--- config.mk ---
export PLATFORM = sky130hd
export DESIGN_NAME = regfile_2r1w_sb
export DESIGN_NICKNAME = d
export VERILOG_FILES = /design/src/rtl/regfile_2r1w_sb.sv
export SDC_FILE = /design/constraint.sdc
export NUM_CORES = 1
export LEC_CHECK = 0
export CORE_ASPECT_RATIO = 1.4
export CORE_MARGIN = 5
export CORE_UTILIZATION = 62
export DETAILED_ROUTE_END_ITERATION = 10
export MAX_ROUTING_LAYER = met4
export PLACE_DENSITY = 0.86
export RECOVER_POWER = 100
export SLEW_MARGIN = 40
export SYNTH_ARGS = -nofsm -noshare
export SYNTH_HDL_FRONTEND = slang
export SYNTH_SLANG_ARGS = --single-unit
--- constraint.sdc ---
create_clock -name clk -period 2.55 [get_ports clk]
set_input_delay 0.255 -clock clk [delete_from_list [all_inputs] [get_ports clk]]
set_output_delay 0.255 -clock clk [all_outputs]
set_load 0.01 [all_outputs]
--- src/rtl/regfile_2r1w_sb.sv ---
// regfile_2r1w_sb: DEPTH x WIDTH register file with two combinational read
// ports, one synchronous write port, optional write-through bypass, optional
// hard-wired zero register, and a per-register pending scoreboard for decode.
module regfile_2r1w_sb #(
  parameter int unsigned WIDTH   = 16,
  parameter int unsigned DEPTH   = 8,
  parameter bit          ZERO_R0 = 1'b0,
  parameter bit          BYPASS  = 1'b1,
  localparam int unsigned AW     = $clog2(DEPTH)
) (
  input  logic             clk,
  input  logic             reset,
  input  logic             write,
  input  logic [AW-1:0]    writenum,
  input  logic [WIDTH-1:0] data_in,
  input  logic [AW-1:0]    readnum_a,
  output logic [WIDTH-1:0] data_out_a,
  input  logic [AW-1:0]    readnum_b,
  output logic [WIDTH-1:0] data_out_b,
  input  logic             reserve,
  input  logic [AW-1:0]    reserve_num,
  output logic             busy_a,
  output logic             busy_b,
  output logic [DEPTH-1:0] pending
);

  logic [WIDTH-1:0] regs_q [DEPTH];
  logic [WIDTH-1:0] regs_d [DEPTH];
  logic [DEPTH-1:0] pending_q;
  logic [DEPTH-1:0] pending_d;

  // Effective write/reserve enables after dropping index 0 when it is hard-wired.
  logic we_eff;
  logic rsv_eff;

  // Qualify write and reserve requests with the zero-register rule.
  always_comb begin
    we_eff  = write;
    rsv_eff = reserve;
    if (ZERO_R0 && (writenum == '0)) begin
      we_eff = 1'b0;
    end
    if (ZERO_R0 && (reserve_num == '0)) begin
      rsv_eff = 1'b0;
    end
  end

  // Next register contents: reset clears all, otherwise a single write commits.
  always_comb begin
    for (int unsigned i = 0; i < DEPTH; i++) begin
      regs_d[i] = regs_q[i];
    end
    if (reset) begin
      for (int unsigned i = 0; i < DEPTH; i++) begin
        regs_d[i] = '0;
      end
    end else if (we_eff) begin
      regs_d[writenum] = data_in;
    end
  end

  // Next scoreboard: reserve sets, write clears, reserve wins on collision.
  always_comb begin
    pending_d = pending_q;
    if (reset) begin
      pending_d = '0;
    end else begin
      for (int unsigned i = 0; i < DEPTH; i++) begin
        if (rsv_eff && (reserve_num == AW'(i))) begin
          pending_d[i] = 1'b1;
        end else if (write && (writenum == AW'(i))) begin
          pending_d[i] = 1'b0;
        end
      end
    end
  end

  // State registers for storage and scoreboard.
  always_ff @(posedge clk) begin
    for (int unsigned i = 0; i < DEPTH; i++) begin
      regs_q[i] <= regs_d[i];
    end
    pending_q <= pending_d;
  end

  assign pending = pending_q;

  // Combinational read ports: stored value, forwarded same-cycle write, zero register.
  always_comb begin
    data_out_a = regs_q[readnum_a];
    data_out_b = regs_q[readnum_b];
    busy_a     = pending_q[readnum_a];
    busy_b     = pending_q[readnum_b];
    if (BYPASS && write && (writenum == readnum_a)) begin
      data_out_a = data_in;
      busy_a     = 1'b0;
    end
    if (BYPASS && write && (writenum == readnum_b)) begin
      data_out_b = data_in;
      busy_b     = 1'b0;
    end
    if (ZERO_R0 && (readnum_a == '0)) begin
      data_out_a = '0;
      busy_a     = 1'b0;
    end
    if (ZERO_R0 && (readnum_b == '0)) begin
      data_out_b = '0;
      busy_b     = 1'b0;
    end
  end

endmodule
==> qor.csv, run 1 <==
stage,metric,value,unit
timing,report.final.hold_viol_count,0,
timing,setup_tns,0,ns
routing,detail-route-antenna-nets,0,
synthesis,ys_async_sr_fraction,0,%
routing,routed_wl,24400,microns
routing,drt-initial-drc-count,680,
clocking,ctsResizeCount,11,
synthesis,yosys.area.top_type_share,35.8,%
worst_setup_path,crit_path_max_fanout,3,
synthesis,yosysTopAreaCell,dfxtp_1,
synthesis,synth_cell_types,26,
placement,gp_congestion,0.948,
worst_setup_path,critPathArrivalTime,2.27,ns
timing,fin_ws,0.0233,ns
final_layout,final_nets,882,
final_layout,diodes,0,
clocking,clock-sinks,136,
synthesis,synthTopCellsByCount,"nand2_1 (257), dfxtp_1 (136), a21oi_1 (129), clkbuf_1 (57), mux2_2 (57)",
global_route,grt_max_degree,65,
timing,fmax,396,MHz
global_route,grt_pass1_wl,37500,microns
pwr,ir_worst_vdd,429,uV
timing,skew,0,ns
timing,relSlewSlack,43.5,%
synthesis,ys_ff_latch,136,
timing,slew_viol_final,0,
routing,dr.pass1.iters,7,
clocking,htreeDepth,4,
placement,dp_hpwl,15800,microns
clocking,cts_tree,done,
die,dieWidth,104,microns
synthesis,ys_top_cells_by_area,"dfxtp_1 (36%), mux4_1 (17%), nand2_1 (13%)",
timing,setup_viol_count_final,0,
synthesis,synth.most_common_cell,nand2_1,
worst_setup_path,crit_path_end_kind,primary output,
final_layout,drive_gt1_share,19.0,%
synthesis,synth_edf_count,0,
pwr,power_leakage,3.60,nW
job,cap_violations,0,
synthesis,syn_inst,785,
placement,placedCellCount,981,
worst_setup_path,worstPathRequired,2.30,ns
die,core,12200,sq um
timing,period_needed,2.53,ns
die,rows,48,
final_layout,area_growth,19.9,%
placement,place_area,8670,sq um
global_route,grt_pass1_vias,7274,
die,die_h,141,microns
worst_hold_path,min_to,pending[4]$_SDFFE_PP0P_,
clocking,clockBufferDepth,2,
clocking,clkTransAtPathRegs,0.06,ns
worst_hold_path,hold_depth,2,
clocking,cts_buffers,17,
timing,rsz0062_at_grt,no,
die,start_util,62.4,%
worst_setup_path,ff2ff_setup_slack,1.82,ns
run_status,run_status,finished clean,
routing,via_per_inst,6.91,
pwr,p_per_area,567,nW/um^2
worst_setup_path,timing.rr.end,regs_q[6][10]$_SDFFE_PP0P_,
worst_setup_path,critPathKind,reg -> out,
worst_setup_path,rr_startpoint,regs_q[6][10]$_SDFFE_PP0P_,
final_layout,instances_no_fill,1012,
worst_hold_path,worstHoldStart,reset,
worst_setup_path,r2r_cells,2,
routing,drc_errors,0,
synthesis,yosysSeqAreaShare,35.8,%
placement,dp_slack,-0.00630,ns
global_route,overflow,0,
global_route,grtUsageTotal,33.5,%
clocking,clk_latency,0.42,ns
global_route,antenna_found_initial,0,
routing,wl_per_cell,24.1,microns
pwr,p_total,5.16,mW
clocking,ctsHoldBuffers,0,
routing,num_vias,6989,
timing,tightest_slew,0.848,ns
worst_setup_path,startpoint_type,flip-flop,
synthesis,syn-mean-instance-area,9.69,sq um
placement,io_buffer_count,73,
clocking,root_buffer,clkbuf_16,
timing,period_share,99.1,%
die,io_pins,74,
synthesis,ys.warnings.count,0,
synthesis,ys.flop_type,dfxtp_1,
worst_hold_path,hold_path_class,in -> reg,
synthesis,syn-num-nets,817,
die,die_area,14600,sq um
synthesis,synthesis.area,7600,sq um
final_layout,fin_area,9110,sq um
clocking,post_cts_buffers,0,
critical path, cell delays in order (launching register included):
cell and delay (ns):
dfxtp_1 0.34, mux4_1 0.50, mux2_2 0.27, mux2_2 0.27, clkdlybuf4s50_1 0.48
how the worst max path moves through the flow:
stage | startpoint | end | slack [ns] | cells after the start
after CTS | regs_q[2][2]$_SDFFE_PP0P_ | data_out_a[2] | 0.001 | 4
after global placement | readnum_b[0] | data_out_b[7] | 0.05 | 6
after floorplan | readnum_a[0] | data_out_a[0] | 0.71 | 5
after detailed placement | readnum_b[0] | data_out_b[5] | -0.006 | 6
after global routing | regs_q[1][14]$_SDFFE_PP0P_ | data_out_a[14] | 0.003 | 4
final | regs_q[1][14]$_SDFFE_PP0P_ | data_out_a[14] | 0.02 | 4
through the flow:
| step | utilization, % | hold WS [ns] |
|---|---|---|
| 2_1_floorplan | - | 0.405 |
| 3_3_place_gp | 71.1 | 0.446 |
| 3_5_place_dp | 71.1 | 0.457 |
| 4_1_cts | 75.5 | 0.260 |
| 5_1_grt | 74.8 | 0.294 |
| 6_report | 74.8 | 0.278 |
cells in the final DEF (no fill, tap or decap), drive strengths merged, types with 4 or more instances in the layout:
master,instances
a21oi,129
a32oi,4
buf,44
clkbuf,39
clkdlybuf4s25,16
clkdlybuf4s50,30
clkinv,9
dfxtp,136
dlygate4sd2,11
dlygate4sd3,8
mux2,66
mux4,68
nand2,257
nand4,4
nor2,8
xnor2,6
registers in the layout, summed over array words and instances (netlist names):
signal,flops
pending,8
regs_q,128
final cells by class:
cell class	count	area, sq um
Clock buffer	19	443
Clock inverter	12	105
Fill cell	767	3080
Multi-Input combinational cell	565	4480
Sequential cell	136	2720
Tap cell	150	188
Timing Repair Buffer	130	1180
power by group:
group	internal, mW	switching (mW)	leakage [nW]
Combinational	0.304	0.350	2.23
Sequential	2.17	0.0384	1.10
Clock	1.36	0.942	0.268
Total	3.83	1.33	3.60
cells by family after synthesis:
| logic type | synth area share, % |
|---|---|
| buffers and inverters | 5.41 |
| AND/OR/NAND/NOR | 16.0 |
| AO/OA/AOI/OAI | 9.25 |
| flip-flops | 35.8 |
| multiplexers | 32.8 |
| XOR/XNOR | 0.691 |
metal layers:
metal	routed length (microns)	GRT usage [%]
met3	2660	8.93
met2	12000	55.4
met1	7970	34.8
met4	1710	22.9
met5	0	-
Note: power is estimated with default switching activity, not from simulation.
==> inputs of run 2 (changes only) <==
- CORE_UTILIZATION: 62 -> 35
- HOLD_SLACK_MARGIN: unset -> 0.12
- PLACE_DENSITY: 0.86 -> unset
==> qor.csv, run 2 (same netlist as run 1, synthesis figures left out) <==
stage,metric,value,unit,change
run_status,run_status,finished clean,,unchanged
timing,setup_viol_count_final,0,,unchanged
timing,report.final.hold_viol_count,0,,unchanged
routing,drt-initial-drc-count,517,,was 680
worst_setup_path,crit_path_end_kind,primary output,,unchanged
timing,relSlewSlack,43.7,%,was 43.5%
pwr,ir_worst_vdd,484,uV,was 429 uV
placement,dp_slack,-0.0148,ns,was -0.00630 ns
die,core,21300,sq um,"was 12,200 sq um"
die,dieWidth,135,microns,was 104 microns
clocking,root_buffer,clkbuf_16,,unchanged
timing,slew_viol_final,0,,unchanged
timing,rsz0062_at_grt,no,,unchanged
worst_setup_path,crit_path_max_fanout,3,,unchanged
final_layout,final_cell_mix,"nand2_1 (257), dfxtp_1 (136), a21oi_1 (129)",,unchanged
final_layout,num-fill-cells,2008,,was 767
final_layout,instances_no_fill,1134,,"was 1,012"
final_layout,largest_register_ffs,128,,unchanged
global_route,overflow,0,,unchanged
timing,fmax,401,MHz,was 396 MHz
timing,skew,0,ns,unchanged
routing,routed_wl,24000,microns,"was 24,400 microns"
die,io_pins,74,,unchanged
timing,fin_ws,0.0588,ns,was 0.0233 ns
timing,period_needed,2.49,ns,was 2.53 ns
worst_hold_path,hold_path_class,in -> reg,,unchanged
placement,gp_congestion,0.796,,was 0.948
die,rows,63,,was 48
global_route,grtUsageTotal,20.3,%,was 33.5%
clocking,ctsHoldBuffers,0,,unchanged
pwr,p_total,5.58,mW,was 5.16 mW
clocking,clk_latency,0.42,ns,about the same
die,die_area,24800,sq um,"was 14,600 sq um"
routing,num_vias,6375,,"was 6,989"
clocking,post_cts_buffers,0,,unchanged
routing,via_per_inst,5.62,,was 6.91
clocking,clockBufferDepth,2,,unchanged
timing,period_share,97.7,%,was 99.1%
clocking,clock-sinks,136,,unchanged
global_route,grt_pass1_vias,6374,,"was 7,274"
clocking,cts_buffers,17,,unchanged
final_layout,final_util,44.6,%,was 74.8%
final_layout,diodes,0,,unchanged
final_layout,layout_commonest_cell,nand2_1,,unchanged
placement,io_buffer_count,73,,unchanged
global_route,antenna_found_initial,0,,unchanged
die,start_util,35.7,%,was 62.4%
clocking,cts_tree,done,,unchanged
final_layout,area_growth,24.9,%,was 19.9%
final_layout,drive_gt1_share,19.5,%,was 19.0%
worst_setup_path,startpoint_type,flip-flop,,unchanged
clocking,clkTransAtPathRegs,0.06,ns,about the same
worst_setup_path,critPathKind,reg -> out,,unchanged
routing,wl_per_cell,21.2,microns,was 24.1 microns
routing,drc_errors,0,,unchanged
pwr,power_leakage,3.81,nW,was 3.60 nW
global_route,grt_pass1_wl,37200,microns,"was 37,500 microns"
job,cap_violations,0,,unchanged
timing,tightest_slew,0.844,ns,was 0.848 ns
pwr,p_per_area,587,nW/um^2,was 567 nW/um^2
worst_setup_path,worstPathRequired,2.30,ns,about the same
final_layout,final_nets,894,,was 882
placement,dp_hpwl,16500,microns,"was 15,800 microns"
routing,detail-route-antenna-nets,0,,unchanged
placement,placedCellCount,1103,,was 981
die,die_h,184,microns,was 141 microns
timing,hold_slack,0.374,ns,was 0.278 ns
clocking,htreeDepth,4,,unchanged
routing,dr.pass1.iters,5,,was 7
global_route,grt_max_degree,54,,was 65
final_layout,regMostFlops,regs_q,,unchanged
worst_setup_path,critPathArrivalTime,2.24,ns,was 2.27 ns
run 2: power breakdown:
| group | internal (mW) | switching (mW) |
|---|---|---|
| Sequential | 2.17 | 0.0354 |
| Combinational | 0.317 | 0.347 |
| Clock | 1.78 | 0.920 |
run 2: area by class of cell:
cell class	count	area, sq um	area share (%)
multi-input combinational	565	4490	47.2
sequential	136	2720	28.7
timing repair buffer	142	1320	13.8
clock buffer	24	512	5.39
tap	260	325	3.42
clock inverter	7	138	1.45
run 2: path summary, 6_finish.rpt:
check                                                from                        end  slack (ns)  cells past startpoint
worst max-delay path            regs_q[1][5]$_SDFFE_PP0P_              data_out_b[5]        0.06                      4
worst min-delay path                                reset  regs_q[1][8]$_SDFFE_PP0P_        0.37                      2
worst max register to register    pending[1]$_SDFFE_PP0P_    pending[1]$_SDFFE_PP0P_        1.85                      2
worst min register to register  regs_q[1][3]$_SDFFE_PP0P_  regs_q[1][3]$_SDFFE_PP0P_        0.46                      2
run 2: critical path, cell delays in order (launching register included):
cell and delay, ns:
dfxtp_1 0.33, mux4_1 0.54, mux2_2 0.28, mux2_1 0.35, dlygate4sd2_1 0.32
run 2: timing repair:
item | 4_1_cts | 5_1_grt
gates resized for setup | 24 | 8
pin swaps | 0 | 0
endpoints found under the setup margin | 24 | 8
run 2: stage by stage:
step | TNS (ns) | area, sq um
after floorplan | 0 | 7600
after CTS | 0 | 9580
after global placement | -0.0271 | 8960
after detailed placement | -0.0195 | 8960
final | 0 | 9500
after global routing | 0 | 9500
run 2: routing by layer:
layer  vias to the layer above  part of all wire [%]  track usage [%]
li1                       2963                     -                -
met1                      3131                    40             23.4
met2                       239                    53             36.0
met3                        42                   5.3             3.25
met4                         0                   2.3             6.60
met5                         -                     0                -
